--- config.mk ---
export PLATFORM = sky130hd
export DESIGN_NAME = div_share_arb
export DESIGN_NICKNAME = d
export VERILOG_FILES = /design/src/rtl/div_share_pkg.sv /design/src/rtl/div_core_seq.sv /design/src/rtl/div_share_arb.sv
export SDC_FILE = /design/constraint.sdc
export NUM_CORES = 1
export LEC_CHECK = 0
export ABC_CLOCK_PERIOD_IN_PS = 2700
export BUFFER_PORTS_ARGS = -buffer_cell sky130_fd_sc_hd__buf_4
export CAP_MARGIN = 5
export CORE_MARGIN = 10
export CORE_UTILIZATION = 35
export CTS_CLUSTER_SIZE = 8
export DETAILED_ROUTE_END_ITERATION = 16
export PLACE_DENSITY = 0.67
export RECOVER_POWER = 25
export REMOVE_ABC_BUFFERS = 1
export SKIP_CTS_REPAIR_TIMING = 1
export SLEW_MARGIN = 30
export SYNTH_ARGS = -nofsm -noshare
export SYNTH_HDL_FRONTEND = slang
export SYNTH_HIERARCHICAL = 1
export SYNTH_SLANG_ARGS = --single-unit
--- constraint.sdc ---
create_clock -name clk -period 2.7 [get_ports clk]
set_input_delay 0.27 -clock clk [delete_from_list [all_inputs] [get_ports clk]]
set_output_delay 0.27 -clock clk [all_outputs]
set_load 0.03 [all_outputs]
--- src/rtl/div_share_pkg.sv ---
// Shared types, default widths and the round-robin pick used by the divider arbiter.
package div_share_pkg;

    localparam int unsigned DEF_N_REQ = 4;
    localparam int unsigned DEF_W_A   = 27;
    localparam int unsigned DEF_W_B   = 16;
    localparam int unsigned MAX_REQ   = 8;
    localparam int unsigned IDX_W     = 3;

    typedef enum logic [1:0] {
        IDLE = 2'd0,
        LOAD = 2'd1,
        RUN  = 2'd2,
        DONE = 2'd3
    } state_e;

    // First set bit of mask at or above ptr, wrapping modulo n. Offsets are
    // scanned farthest-first so the nearest candidate is the last one written.
    function automatic logic [IDX_W-1:0] rr_pick(
        input logic [MAX_REQ-1:0] mask,
        input logic [IDX_W-1:0]   ptr,
        input int unsigned        n
    );
        logic [IDX_W-1:0] sel;
        int unsigned      p;
        int unsigned      off;
        int unsigned      j;
        sel = ptr;
        p   = 32'(ptr);
        for (int unsigned k = 0; k < MAX_REQ; k++) begin
            off = MAX_REQ - 1 - k;
            j   = (p + off) % n;
            if (off < n && mask[IDX_W'(j)]) begin
                sel = IDX_W'(j);
            end
        end
        return sel;
    endfunction

endpackage

--- src/rtl/div_core_seq.sv ---
// Restoring shift-subtract unsigned divider: one quotient bit per cycle, MSB first.
module div_core_seq
    import div_share_pkg::*;
#(
    parameter int unsigned W_A = DEF_W_A,
    parameter int unsigned W_B = DEF_W_B
) (
    input  logic           clk,
    input  logic           rst_n,
    input  logic           start,
    input  logic [W_A-1:0] a,
    input  logic [W_B-1:0] b,
    output logic [W_A-1:0] q,
    output logic [W_B-1:0] r,
    output logic           done
);

    localparam int unsigned W_D  = W_A + W_B - 1;
    localparam int unsigned CW   = $clog2(W_A);
    localparam logic [CW-1:0] LAST = CW'(W_A - 1);

    logic [W_A-1:0] rem_q;
    logic [W_A-1:0] rem_d;
    logic [W_A-1:0] quo_q;
    logic [W_D-1:0] dvs_q;
    logic [W_D-1:0] rem_ext;
    logic [CW-1:0]  cnt_q;
    logic           run_q;
    logic           ge;

    // dvs_q holds the divisor aligned at bit W_A-1-k during step k
    always_comb begin
        rem_ext = W_D'(rem_q);
        ge      = (rem_ext >= dvs_q);
        rem_d   = ge ? W_A'(rem_ext - dvs_q) : rem_q;
    end

    always_ff @(posedge clk) begin
        if (!rst_n) begin
            rem_q <= '0;
            quo_q <= '0;
            dvs_q <= '0;
            cnt_q <= '0;
            run_q <= 1'b0;
        end else if (start) begin
            rem_q <= a;
            quo_q <= '0;
            dvs_q <= W_D'(b) << (W_A - 1);
            cnt_q <= '0;
            run_q <= 1'b1;
        end else if (run_q) begin
            rem_q <= rem_d;
            quo_q <= {quo_q[W_A-2:0], ge};
            dvs_q <= dvs_q >> 1;
            cnt_q <= cnt_q + 1'b1;
            if (cnt_q == LAST) begin
                run_q <= 1'b0;
            end
        end
    end

    // done flags the final step; q/r are settled after the following edge
    assign done = run_q && (cnt_q == LAST);
    assign q    = quo_q;
    assign r    = rem_q[W_B-1:0];

endmodule

--- src/rtl/div_share_arb.sv ---
// Round-robin arbiter sharing one sequential divider among N_REQ requesters.
module div_share_arb
    import div_share_pkg::*;
#(
    parameter int unsigned N_REQ = DEF_N_REQ,
    parameter int unsigned W_A   = DEF_W_A,
    parameter int unsigned W_B   = DEF_W_B
) (
    input  logic                 clk,
    input  logic                 rst_n,
    input  logic [N_REQ-1:0]     req,
    input  logic [N_REQ*W_A-1:0] a_in,
    input  logic [N_REQ*W_B-1:0] b_in,
    output logic [N_REQ-1:0]     ack,
    output logic [N_REQ-1:0]     rsp_vld,
    output logic [W_A-1:0]       q_out,
    output logic [W_B-1:0]       r_out,
    output logic                 dz,
    output logic                 busy
);

    localparam logic [N_REQ-1:0] ONE = N_REQ'(1);

    state_e           state_q;
    logic [IDX_W-1:0] g_q;
    logic [IDX_W-1:0] rr_q;
    logic [IDX_W-1:0] pick;
    logic [W_A-1:0]   a_q;
    logic [W_B-1:0]   b_q;
    logic [N_REQ-1:0] ack_q;
    logic [N_REQ-1:0] rsp_q;
    logic [W_A-1:0]   q_out_q;
    logic [W_B-1:0]   r_out_q;
    logic             dz_q;
    logic             busy_q;
    logic             b_zero;
    logic             core_start;
    logic             core_done;
    logic [W_A-1:0]   core_q;
    logic [W_B-1:0]   core_r;

    assign pick       = rr_pick(MAX_REQ'(req), rr_q, N_REQ);
    assign b_zero     = (b_q == '0);
    assign core_start = (state_q == LOAD) && !b_zero;

    div_core_seq #(
        .W_A (W_A),
        .W_B (W_B)
    ) u_core (
        .clk   (clk),
        .rst_n (rst_n),
        .start (core_start),
        .a     (a_q),
        .b     (b_q),
        .q     (core_q),
        .r     (core_r),
        .done  (core_done)
    );

    always_ff @(posedge clk) begin
        if (!rst_n) begin
            state_q <= IDLE;
            g_q     <= '0;
            rr_q    <= '0;
            a_q     <= '0;
            b_q     <= '0;
            ack_q   <= '0;
            rsp_q   <= '0;
            q_out_q <= '0;
            r_out_q <= '0;
            dz_q    <= 1'b0;
            busy_q  <= 1'b0;
        end else begin
            ack_q <= '0;
            rsp_q <= '0;
            case (state_q)
                IDLE: begin
                    if (|req) begin
                        g_q     <= pick;
                        a_q     <= a_in[32'(pick)*W_A +: W_A];
                        b_q     <= b_in[32'(pick)*W_B +: W_B];
                        busy_q  <= 1'b1;
                        state_q <= LOAD;
                    end
                end
                LOAD: begin
                    ack_q   <= ONE << g_q;
                    rr_q    <= (g_q == IDX_W'(N_REQ - 1)) ? '0 : g_q + 1'b1;
                    state_q <= b_zero ? DONE : RUN;
                end
                RUN: begin
                    if (core_done) begin
                        state_q <= DONE;
                    end
                end
                DONE: begin
                    rsp_q   <= ONE << g_q;
                    q_out_q <= b_zero ? '1 : core_q;
                    r_out_q <= b_zero ? a_q[W_B-1:0] : core_r;
                    dz_q    <= b_zero;
                    busy_q  <= 1'b0;
                    state_q <= IDLE;
                end
                default: state_q <= IDLE;
            endcase
        end
    end

    assign ack     = ack_q;
    assign rsp_vld = rsp_q;
    assign q_out   = q_out_q;
    assign r_out   = r_out_q;
    assign dz      = dz_q;
    assign busy    = busy_q;

endmodule

# ---- After elaboration in Yosys (flattened, before gate mapping)
# Index checks and enable logic that the tools add are counted.
dict set report word_totals {
  inputBits 178
  register_bits 206
  elab_cells 85
}
dict set report classes {
  shifts 3
  mul 1
  mux 29
  add_sub_neg 6
  n_eq_ne 7
  bitwise_logic 1
  n_reduce_logical 16
  magnitude_cmp 5
}
# operator count
set ops {}
lappend ops {{27-bit two-way mux} 4}
lappend ops {{108-bit by 9-bit variable part select with 27-bit output} 1}
lappend ops {{42-bit two-way mux} 2}
lappend ops {{64-bit by 8-bit variable part select with 16-bit output} 1}
lappend ops {{27-bit by 42-bit >= comparator with 1-bit output} 1}
lappend ops {{27-bit subtractor} 1}
lappend ops {{16-bit logical NOT} 1}
lappend ops {{2-bit by 4-bit < comparator with 1-bit output, second input constant} 4}
lappend ops {{16-bit two-way mux} 1}
lappend ops {{3-bit two-way mux} 5}
lappend ops {{2-bit AND reduction} 6}
lappend ops {{1-bit two-way mux} 9}
lappend ops {{1-bit binary-select mux with 2-bit select} 4}
lappend ops {{3-bit by 5-bit multiplier with 8-bit output, second input constant} 1}
lappend ops {{2-bit one-hot mux with 4 select lines} 1}
lappend ops {{2-bit nonzero test} 3}
lappend ops {{5-bit by 1-bit adder with 5-bit output, second input constant} 1}
lappend ops {{5-bit == test, second input constant} 1}
lappend ops {{2-bit adder, second input constant} 2}
lappend ops {{2-bit == test, second input constant} 2}
lappend ops {{2-bit two-way mux} 2}
lappend ops {{2-bit inequality test, second input constant} 2}
lappend ops {{4-bit OR reduction} 1}
lappend ops {{1-bit by 3-bit left shift with 4-bit output, first input constant} 1}
lappend ops {{10 further kinds} 11}

# ---- Depth between registers and ports, before layout
dict set report depth {
  depth_word 9
  mapped_depth 13
  ltp_nobuf 11
}

# ---- Hierarchy
# The synthesis kept the hierarchy.
# module cells_each seq_area_each_um2 instances area_per_inst_um2
set modules_own_cells {}
lappend modules_own_cells {div_core_seq 648 2042.0 1 5763.0}
lappend modules_own_cells {div_share_arb 532 2062.0 1 4989.8}

# ---- Least setup slack after synthesis
# OpenSTA, ideal clock, no wires.
dict set report synth_timing {
  path_type {register to register}
  from {reg u_core.rem_q[0]}
  to {reg u_core.rem_q[12]}
  synth_period_minus_slack_ps 2847
  t_required_ps 2578
  arrival_ps 2725
  path_slack_ps -147
  setup_time_ps 122
  path_stages_with_launch 14
  path_cell_list {dfxtp_1 -> inv_1 -> ha_1 -> fa_1 -> and2b_4 -> o21bai_4 -> a2111oi_4 -> o2111ai_2 -> a31oi_2 -> o21a_1 -> buf_6 -> buf_12 -> mux2i_1 -> a21oi_1}
}
dict set report synth_between {
  elab_chain_len 4
}
# item line
set synth_lines {}
lappend synth_lines {{start: declaration} div_core_seq.sv:22} ;# logic [W_A-1:0] rem_q;
lappend synth_lines {{start signal: assignment} div_core_seq.sv:52} ;# rem_q <= rem_d;
lappend synth_lines {{27-bit subtractor} div_core_seq.sv:35} ;# rem_d = ge ? W_A'(rem_ext - dvs_q) : rem_q;
lappend synth_lines {{27-bit two-way mux} div_core_seq.sv:35}
lappend synth_lines {{27-bit two-way mux} div_core_seq.sv:51} ;# end else if (run_q) begin
lappend synth_lines {{27-bit two-way mux} div_core_seq.sv:45} ;# end else if (start) begin
# Several ways; a longest one is shown, not always the timed one. The select of a mux whose other input is x is not followed.
# A chain may end at the register's enable or synchronous reset.

# ---- Final worst setup path
dict set report layout_timing {
  from {reg u_core.rem_q[0]}
  to {reg u_core.rem_q[10]}
}
# Same word-level chain as after synthesis.

==> summary.md <==
| Metric | Value |
|---|---|
| Outcome | finished, violations left |
| Violations in the final reports | negative setup slack |
| Routed wire length | about 30000 microns |
| Share of final-layout standard cells stronger than drive strength 1 | 0.219 |
| Number of top-level pins | 231 |
| Pin count of the biggest net entering global routing | 74 |
| Unrepaired setup endpoints after global routing | true |
| Number of buffers inserted during clock tree synthesis | 29 |
| Final weighted congestion in routability-driven placement | 0.892 |
| Required @ worst endpoint | 3.07 ns |
| Yosys Warn Count | 6 |
| Maximum resistive drop on vdd | 0.000494 V |
| Number of global-route vias before repair | 9235 |
| Count of input and output buffers | 230 |
| Die Outline Area | 38100 sq um |
| Maximum level of the CTS H-tree | 1 |
| Post-synthesis cell count | approximately 1200 |
| Number of maximum-capacitance constraint violations | 0 |
| Final core occ | 0.446 |
| Final ANT Viol Nets | 0 |
| Most used flip-flop cell after synthesis | sky130_fd_sc_hd__dfxtp_1 |
| Clk_lat worst skew | 0.54 ns |
| Final-layout fill cell count | 2959 |
| Final setup margin | -0.0436 ns |
| Number of buffers on the longest clock path | 3 |
| Startpoint type of the worst setup path | flip-flop |
| Share of the yosys chip area belonging to registers | 0.382 |
| Antenna cell count | 0 |
| Placeable core area | about 30000 sq um |
| Final Skew | 0.0202 ns |
| Initial DRT Pass Iterations | 4 |
| Buffer cell driving the clock tree root | sky130_fd_sc_hd__clkbuf_16 |
| Via count | 9145 |
| Cell Rows | 64 |
| Average wire per standard cell | about 16 microns |
| Top area cells in the synthesized netlist | sky130_fd_sc_hd__dfxtp_1 38%, sky130_fd_sc_hd__mux2i_1 17%, sky130_fd_sc_hd__ha_1 4.3% |
| Width of the chip | 195 microns |
| Count of cell types in the netlist | 70 |
| Number of DRC violations after detailed routing | 0 |
| Initial cell density of the core | 0.353 |
| Share of Yosys cell area claimed by the top area cell type | 0.382 |
| Final Setup Violations | 11 |
| Post-Syn Area | 10800 sq um |
| Number of enable flip-flop cells after synthesis | 0 |
| Mean number of vias per cell | 5.09 |
| CP Class | reg2reg |
| Final slew viol count | 0 |
| Critical Path Slowest Stage Cell | sky130_fd_sc_hd__dfxtp_2 |
| Total Nets Final | 1617 |
| Transition at the pin with the smallest max-transition slack | about 0.77 ns |
| Overflow after GRT | 0 |
| CTS tree | yes |
| Max transition margin | 0.489 |
| Clock slew at reported path FFs | 0.05 ns |
| Die height | 195 microns |
| Register bit total from synthesis | approximately 210 |
| Final worst path period need | 2.74 ns |
| Post-route setup TNS | -0.238 ns |
| Family with the most delay on the worst path | compound AO/OA/AOI/OAI gates |
| Number of DRC markers in iteration 0 | 427 |
| Antenna violations before repair | 0 |
| Power per standard cell area | 1130 nW/um^2 |
| Post-synth ARST share | 0 |
| Critical Path Sink Type | flip-flop |
| Wire length of the first global-routing pass | 46700 microns |
| Critical path arrival | approximately 3.1 ns |
| Syn Area/Cell | 9.11 sq um |
| Max Fclk | 364 MHz |
| Area leader, netlist | sky130_fd_sc_hd__dfxtp_1 |
| Final period util | 1.02 |
| Path type of the worst min-delay path | in2reg |
| Cells along the critical path | inv_2 -> ha_4 -> fa_2 -> and2b_4 -> o21bai_4 -> a2111oi_4 -> o2111ai_2 -> a31oi_2 -> o21a_2 -> buf_12 -> mux2i_1 -> a21oi_1 |
| Combined buffer and inverter count along the critical path | 2 |
| Total count of hold-check failures in the final report | 0 |
| Max FO, Critical Path | 6 |
| GRT Total Usage | 0.143 |
| Pre-CTS worst setup slack | -0.257 ns |
| TritonCTS sink count | 205 |
| HPWL Detailed | 21300 microns |
| Area growth from synthesis to final layout | 26.2% |
| Biggest cell delay along the critical path | 0.33 ns |
| Static leakage | 0.00571 uW |
[Yosys cell counts (all sizes together), types with 2 or more instances]
cell	n
dfxtp	205
mux2i	187
nor2	109
nand2	108
a21oi	74
o21ai	60
clkbuf	56
buf	44
o221ai	43
inv	41
ha	37
o211a	33
nand3	23
xnor2	16
nor2b	14
nand4	12
xor2	12
a21o	11
nor4	11
nor3	8
and2	7
o21a	7
and3	6
a211oi	4
and4	4
o31ai	4
or3	4
a21boi	3
a41oi	3
o2111ai	3
o21bai	3
a31o	2
a31oi	2
nand2b	2
nor3b	2
o311ai	2
o31a	2
or2	2
[per-layer routing]
layer / up-vias / wire, microns / GRT usage
li1: 4651 / - / -
met1: 4226 / 13400 / 0.180
met2: 222 / 13900 / 0.243
met3: 46 / 1420 / 0.0312
met4: 0 / 667 / 0.0362
met5: - / 0 / 0
[layout by cell type (no fill, tap or decap), drive strengths merged, types with 3 or more instances in the layout]
cell / count
buf: 237
dfxtp: 205
mux2i: 187
nor2: 109
nand2: 108
clkbuf: 82
a21oi: 74
o21ai: 61
o221ai: 43
inv: 41
ha: 37
o211a: 33
nand3: 23
xnor2: 16
nor2b: 14
nand4: 12
xor2: 12
a21o: 11
nor4: 11
nor3: 8
o21a: 7
and2: 7
and3: 6
or3: 4
o31ai: 4
and4: 4
a211oi: 4
a41oi: 3
a21boi: 3
o21bai: 3
o2111ai: 3
[final cells by class]
cell class                 count  area [sq um]  share of cell area
inverter                      41           154              0.0113
tap                          396           495              0.0365
timing repair buffer         289          2060               0.152
clock buffer                  30           729              0.0538
clock inverter                 1          5.00            0.000369
sequential                   205          4110               0.303
multi-input combinational    835          6020               0.444
[registers in the layout (all words and copies together) (netlist names)]
register / cells
g_q: 3
b_q: 16
dz: 1
busy: 1
q_out: 27
a_q: 27
ack: 4
u_core/run_q: 1
r_out: 16
rsp_vld: 4
rr_q: 2
u_core/cnt_q: 5
u_core/rem_q: 27
state_q: 2
u_core/dvs_q: 42
u_core/q: 27
[power by group]
group	switching (uW)	internal (uW)
Clock	1230	1860
Sequential	527	3730
Combinational	4410	3640
[metrics by stage]
stage                     total power [uW]  area [sq um]  hold slack, ns  instances
after CTS                            15400         13600          0.0321       1792
after floorplan                       9870         10200           0.392       1080
after detailed placement             12200         12900           0.459       1761
after global routing                 16500         13600          0.0423       1797
final                                15400         13600          0.0424       1797
after global placement               12100         12900           0.455       1761
[cells by family (layout without fill, tap and decap cells)]
group	Yosys count	count (layout)	synth area share
fa+ha+maj	38	38	0.0449
buf+inv	141	361	0.0670
xor+xnor	28	28	0.0228
mux	187	187	0.174
simple gates	315	315	0.134
flops	205	205	0.382
compound gates	266	267	0.175
[worst paths after layout]
kind	startpoint	to	slack, ns	cells after the start
max reg2reg	u_core/rem_q[0]$_SDFFE_PN0P_	u_core/rem_q[10]$_SDFFE_PN0P_	-0.04	12
max	u_core/rem_q[0]$_SDFFE_PN0P_	u_core/rem_q[10]$_SDFFE_PN0P_	-0.04	12
min reg2reg	r_out[6]$_SDFFE_PN0P_	r_out[6]$_SDFFE_PN0P_	0.47	1
min	a_in[66]	a_q[12]$_SDFFE_PN0P_	0.04	3
[worst reg2reg max path, stage by stage, from the launching register on]
cell                        delay (ns)
sky130_fd_sc_hd__dfxtp_2          0.33
sky130_fd_sc_hd__inv_2            0.05
sky130_fd_sc_hd__ha_4             0.15
sky130_fd_sc_hd__fa_2             0.33
sky130_fd_sc_hd__and2b_4          0.27
sky130_fd_sc_hd__o21bai_4         0.07
sky130_fd_sc_hd__a2111oi_4        0.33
sky130_fd_sc_hd__o2111ai_2        0.17
sky130_fd_sc_hd__a31oi_2          0.18
sky130_fd_sc_hd__o21a_2           0.25
sky130_fd_sc_hd__buf_12           0.16
sky130_fd_sc_hd__mux2i_1          0.21
sky130_fd_sc_hd__a21oi_1          0.08
Note: power is estimated with default switching activity, not from simulation.
